$ cat config.mk
export PLATFORM = sky130hd
export DESIGN_NAME = timer_bank
export DESIGN_NICKNAME = d
export VERILOG_FILES = /design/src/rtl/timer_bank_pkg.sv /design/src/rtl/timer_channel.sv /design/src/rtl/timer_bank.sv
export SDC_FILE = /design/constraint.sdc
export NUM_CORES = 1
export LEC_CHECK = 0
export ABC_AREA = 0
export CAP_MARGIN = 20
export CORE_MARGIN = 5
export CORE_UTILIZATION = 55
export CTS_BUF_LIST = sky130_fd_sc_hd__clkbuf_2 sky130_fd_sc_hd__clkbuf_4 sky130_fd_sc_hd__clkbuf_8
export DETAILED_ROUTE_END_ITERATION = 7
export HOLD_SLACK_MARGIN = 0.06
export PLACE_DENSITY = 0.74
export SETUP_SLACK_MARGIN = 0.15
export SKIP_LAST_GASP = 1
export SYNTH_ARGS = -nofsm -noshare
export SYNTH_HDL_FRONTEND = slang
export SYNTH_SLANG_ARGS = --single-unit
export TNS_END_PERCENT = 50
$ cat constraint.sdc
create_clock -name clk -period 7.5 [get_ports clk]
set_input_delay 2.25 -clock clk [delete_from_list [all_inputs] [get_ports clk]]
set_output_delay 2.25 -clock clk [all_outputs]
set_load 0.05 [all_outputs]
$ cat src/rtl/timer_bank_pkg.sv
// Shared register map and CTRL bit positions for the timer bank.
package timer_bank_pkg;
  localparam logic [1:0] REG_RELOAD = 2'd0;
  localparam logic [1:0] REG_CTRL   = 2'd1;
  localparam logic [1:0] REG_COUNT  = 2'd2;
  localparam logic [1:0] REG_STATUS = 2'd3;

  localparam int CTRL_EN = 0;
  localparam int CTRL_AR = 1;
  localparam int CTRL_IE = 2;
endpackage

$ cat src/rtl/timer_channel.sv
// One down-counter channel: RELOAD/CTRL/COUNT registers plus a sticky pending flag.
module timer_channel
  import timer_bank_pkg::*;
#(
  parameter int WIDTH = 16
) (
  input  logic             clk,
  input  logic             rst,
  input  logic             tick,
  input  logic             wr_reload,
  input  logic             wr_ctrl,
  input  logic             wr_status,
  input  logic [WIDTH-1:0] wdata,
  output logic [WIDTH-1:0] reload,
  output logic [WIDTH-1:0] count,
  output logic [2:0]       ctrl,
  output logic             pending,
  output logic             irq_out
);
  logic [WIDTH-1:0] reload_q, reload_d, count_q, count_d;
  logic [2:0]       ctrl_q, ctrl_d;
  logic             pending_q, pending_d;

  always_comb begin
    reload_d  = reload_q;
    ctrl_d    = ctrl_q;
    count_d   = count_q;
    pending_d = pending_q;
    if (wr_reload) reload_d = wdata;
    // Clear first so an expiry on the same edge re-sets the flag.
    if (wr_status && wdata[0]) pending_d = 1'b0;
    if (wr_ctrl) begin
      // A CTRL write suppresses expiry; only a plain decrement may still happen.
      ctrl_d = wdata[2:0];
      if (wdata[CTRL_EN] && !ctrl_q[CTRL_EN])
        count_d = reload_q;
      else if (tick && wdata[CTRL_EN] && ctrl_q[CTRL_EN] && count_q != '0)
        count_d = count_q - WIDTH'(1);
    end else if (tick && ctrl_q[CTRL_EN]) begin
      if (count_q != '0) begin
        count_d = count_q - WIDTH'(1);
      end else begin
        pending_d = 1'b1;
        if (ctrl_q[CTRL_AR]) count_d = reload_q;
        else                 ctrl_d[CTRL_EN] = 1'b0;
      end
    end
  end

  always_ff @(posedge clk or posedge rst) begin
    if (rst) begin
      reload_q  <= '0;
      ctrl_q    <= '0;
      count_q   <= '0;
      pending_q <= 1'b0;
    end else begin
      reload_q  <= reload_d;
      ctrl_q    <= ctrl_d;
      count_q   <= count_d;
      pending_q <= pending_d;
    end
  end

  assign reload  = reload_q;
  assign count   = count_q;
  assign ctrl    = ctrl_q;
  assign pending = pending_q;
  assign irq_out = pending_q & ctrl_q[CTRL_IE];
endmodule

$ cat src/rtl/timer_bank.sv
// Multi-channel timer: shared prescaler, register decode, registered read mux, irq OR.
module timer_bank
  import timer_bank_pkg::*;
#(
  parameter  int NUM_CH   = 4,
  parameter  int WIDTH    = 16,
  parameter  int PRESCALE = 1,
  localparam int ADDR_W   = $clog2(NUM_CH) + 2
) (
  input  logic              clk,
  input  logic              rst,
  input  logic              cs,
  input  logic              wr,
  input  logic              rd,
  input  logic [ADDR_W-1:0] addr,
  input  logic [WIDTH-1:0]  wdata,
  output logic [WIDTH-1:0]  rdata,
  output logic              irq,
  output logic [NUM_CH-1:0] irq_vec
);
  localparam int PS_W = (PRESCALE > 1) ? $clog2(PRESCALE) : 1;

  logic [PS_W-1:0]   ps_q, ps_d;
  logic              tick;
  logic [WIDTH-1:0]  rdata_q, rdata_d, rd_val;
  logic [ADDR_W:0]   addr_x;
  logic [ADDR_W-2:0] ch_idx;
  logic [1:0]        rsel;
  logic              ch_ok, wr_en;

  logic [NUM_CH-1:0]            wr_rl, wr_ct, wr_st, pend_v, irq_v;
  logic [NUM_CH-1:0][WIDTH-1:0] reload_v, count_v;
  logic [NUM_CH-1:0][2:0]       ctrl_v;

  assign tick = (ps_q == PS_W'(PRESCALE - 1));
  assign ps_d = tick ? '0 : ps_q + PS_W'(1);

  // Pad by one bit so the channel field exists even when NUM_CH is 1.
  assign addr_x = {1'b0, addr};
  assign ch_idx = addr_x[ADDR_W:2];
  assign rsel   = addr[1:0];
  assign ch_ok  = int'(ch_idx) < NUM_CH;
  assign wr_en  = cs & wr & ch_ok;

  always_comb begin
    wr_rl  = '0;
    wr_ct  = '0;
    wr_st  = '0;
    rd_val = '0;
    for (int i = 0; i < NUM_CH; i++) begin
      if (ch_ok && int'(ch_idx) == i) begin
        wr_rl[i] = wr_en && rsel == REG_RELOAD;
        wr_ct[i] = wr_en && rsel == REG_CTRL;
        wr_st[i] = wr_en && rsel == REG_STATUS;
        case (rsel)
          REG_RELOAD: rd_val = reload_v[i];
          REG_CTRL:   rd_val = WIDTH'(ctrl_v[i]);
          REG_COUNT:  rd_val = count_v[i];
          REG_STATUS: rd_val = WIDTH'(pend_v[i]);
          default:    rd_val = '0;
        endcase
      end
    end
    rdata_d = (cs && rd) ? rd_val : rdata_q;
  end

  always_ff @(posedge clk or posedge rst) begin
    if (rst) begin
      ps_q    <= '0;
      rdata_q <= '0;
    end else begin
      ps_q    <= ps_d;
      rdata_q <= rdata_d;
    end
  end

  for (genvar g = 0; g < NUM_CH; g++) begin : g_ch
    timer_channel #(.WIDTH(WIDTH)) u_ch (
      .clk      (clk),
      .rst      (rst),
      .tick     (tick),
      .wr_reload(wr_rl[g]),
      .wr_ctrl  (wr_ct[g]),
      .wr_status(wr_st[g]),
      .wdata    (wdata),
      .reload   (reload_v[g]),
      .count    (count_v[g]),
      .ctrl     (ctrl_v[g]),
      .pending  (pend_v[g]),
      .irq_out  (irq_v[g])
    );
  end

  assign rdata   = rdata_q;
  assign irq_vec = irq_v;
  assign irq     = |irq_v;
endmodule

==> results.py <==
metrics = {
    "die": {
        "chipHeight_um": 140.6,
        "dieArea_mm2": 0.01977,
        "rows": 47,
        "io_pins": 46,
        "fp.coreArea_mm2": 0.01664,
        "start_util_pct": 56.36,
        "die_width_um": 140.6,
    },
    "placement": {
        "port-buffer-count": 45,
        "gp_congestion": 0.9639,
        "dp_hpwl_mm": 19.32,
        "dpl_cell_area_mm2": 0.009897,
    },
    "clock_tree": {
        "htree_levels": 4,
        "post_cts_resized": 0,
        "clock_path_buffers": 2,
        "path_clk_slew_ns": 0.09,
        "cts_buffers": 17,
        "worst_skew_pair.late_latency_ns": 0.47,
        "postCtsSetupBuffers": 0,
        "numClockSinks": 160,
        "cts_tree": "yes",
        "root_buffer": "clkbuf_8",
        "cts_hold_buffers": 0,
    },
    "routing": {
        "vias": 7723,
        "totalWireLength_mm": 26.85,
        "detail_route.wl_per_cell_um": 23.21,
        "ant_nets": 0,
        "vias_per_cell": 6.675,
        "drc": 0,
        "drtIter0Drc": 923,
        "drt-pass1-iter-count": 6,
    },
    "power_and_ir_drop": {
        "irDropWorstVdd_mv": 0.1345,
        "p_per_area_mw_per_mm2": 280.4,
        "leakagePower_nw": 4.497,
    },
    "timing": {
        "rsz0062_at_grt": "no",
        "slew_headroom_pct": 23.67,
        "finClkSkew_ns": 0.009284,
        "drv_slew": 0,
        "final_hold_viol_count": 0,
        "max_slew.worst_pin.slew_ns": 1.145,
        "fin_setup_tns_ns": 0,
        "setup_viol": 0,
        "finalCritPeriodShare_pct": 67.76,
        "min_period_ns": 5.082,
        "holdWs_ns": 0.4844,
        "max_freq_ghz": 0.1968,
    },
    "final_layout": {
        "drive_gt1_share_pct": 15.58,
        "area_growth_pct": 10.20,
        "diodes": 0,
        "final_area_mm2": 0.01034,
        "fillerInstances": 1380,
        "design.final.nets": 957,
    },
    "logic_synthesis": {
        "synth_most_common_cell": "dfrtp_1",
        "ys_ff_latch": 160,
        "netlist_instances": 911,
        "synth_common_cells": "dfrtp_1 (160), o21ai_0 (77), mux2i_1 (76)",
        "async_flop_share_pct": 100.0,
        "seq_area_frac_synth_pct": 42.68,
        "netlist.area_leader.share_pct": 42.68,
        "synth_top_cell_by_area": "dfrtp_1",
        "syn-cell-area_mm2": 0.009380,
        "yosys_warnings": 0,
        "syn-num-nets": 944,
        "avgSynthCellArea_um2": 10.30,
        "synth_area_leaders": "dfrtp_1 (43%), mux2i_1 (8.1%), mux2_2 (7.7%)",
        "synth_flop_cell": "dfrtp_1",
        "synth_edf_count": 0,
        "ys_types": 60,
    },
    "run": {
        "maxCapViolations": 0,
    },
    "status": {
        "status": "finished clean",
    },
    "global_routing": {
        "grt_start_max_net_pins": 92,
        "grt_pass1_wl_mm": 43.10,
        "gr-total-overflow": 0,
        "antenna_found_initial": 0,
        "first_global_vias": 7553,
        "grt_use_total_pct": 27.79,
    },
    "worst_setup_path": {
        "worstPathArrival_ns": 5.42,
        "cp.required_ns": 7.84,
        "criticalPathCategory": "in2reg",
        "path_max_fanout": 20,
        "endpoint_kind": "flop",
        "crit_path_start_kind": "input port",
    },
    "hold_path": {
        "hold_path.class": "reg2reg",
    },
}
[layer usage]
| layer | GRT usage (%) | share of wire, % | vias up |
|---|---|---|---|
| met1 | 38.95 | 42 | 3850 |
| met4 | 9.179 | 2.3 | 0 |
| met2 | 42.92 | 46 | 358 |
| met3 | 6.570 | 9.2 | 54 |
| met5 | 0 | 0 | - |
| li1 | - | - | 3461 |
[worst paths after layout]
| path | from | to | slack, ns | cells past startpoint |
|---|---|---|---|---|
| setup / recovery | addr[0] | g_ch[2].u_ch.count[2] | 2.42 | 6 |
| hold / removal | rdata[5] | rdata[5] | 0.48 | 2 |
| setup reg to reg | g_ch[0].u_ch.count[7] | g_ch[0].u_ch.count[9] | 4.49 | 5 |
| hold reg to reg | rdata[5] | rdata[5] | 0.48 | 2 |
| max in group asynchronous | rst | g_ch[0].u_ch.count[9] | 4.08 | 3 |
| min in group asynchronous | rst | g_ch[0].u_ch.reload[1] | 2.32 | 2 |
[logic make-up after synthesis]
group / Yosys count / synth area share [%]
compound gates: 210 / 14.66
buf+inv: 96 / 4.468
flops: 160 / 42.68
fa+ha+maj: 8 / 1.067
mux: 167 / 22.28
simple gates: 270 / 14.85
[report_power, final]
group / switching [mW] / internal (mW) / leakage [nW]
Sequential: 0.291 / 1.06 / 1.98
Combinational: 0.464 / 0.382 / 2.30
Clock: 0.343 / 0.357 / 0.211
Total: 1.10 / 1.80 / 4.50
[placed cells by master (no fill, tap or decap), types with 4 or more instances in the layout]
cell and n:
mux2i_1 76, nor2b_1 6, nor2_1 46, nand4_1 17
clkbuf_8 20, nor4b_1 5, a22o_1 4, nand2_1 75
a21oi_1 21, clkdlybuf4s50_1 43, mux2_2 64, or3_1 9
o21ai_0 77, inv_1 33, or4_1 14, nor3_1 28
and2_1 9, ha_1 8, a2bb2oi_1 6, a22oi_1 16
mux4_2 27, o21a_1 5, o2bb2ai_1 18, nand3_1 18
o211ai_1 28, buf_4 11, nor4_1 20, o21ai_1 5
nand2b_1 5, dfrtp_1 160
[through the flow]
step / std cells / utilization, % / power, mW / setup slack [ns]
2_1_floorplan: 911 / - / 1.885 / 0.9301
3_3_place_gp: 1124 / 59.47 / 2.163 / 1.954
3_5_place_dp: 1124 / 59.47 / 2.191 / 1.816
4_1_cts: 1156 / 62.07 / 2.886 / 2.319
5_1_grt: 1157 / 62.12 / 3.047 / 2.259
6_report: 1157 / 62.12 / 2.899 / 2.418
[sequential cells by signal, summed over array words and instances (netlist names)]
name               cells
g_ch.u_ch.pending      4
g_ch.u_ch.ctrl        12
g_ch.u_ch.reload      64
rdata                 16
g_ch.u_ch.count       64
[worst max-delay path: stages]
cell and delay (ns):
clkdlybuf4s50_1 0.61, nand4b_1 0.62, nor2_1 0.61, o21a_1 0.91, mux2i_1 0.29, a22oi_1 0.12
[layout make-up]
class                      instances  area, µm²  area share [%]
clock buffer                      20      275.3           2.663
tap                              220      275.3           2.663
sequential                       160       4004           38.73
timing repair buffer              56      523.0           5.059
multi-input combinational        655       4970           48.08
clock inverter                    12      157.7           1.525
inverter                          34      132.6           1.283
Note: power is estimated with default switching activity, not from simulation.
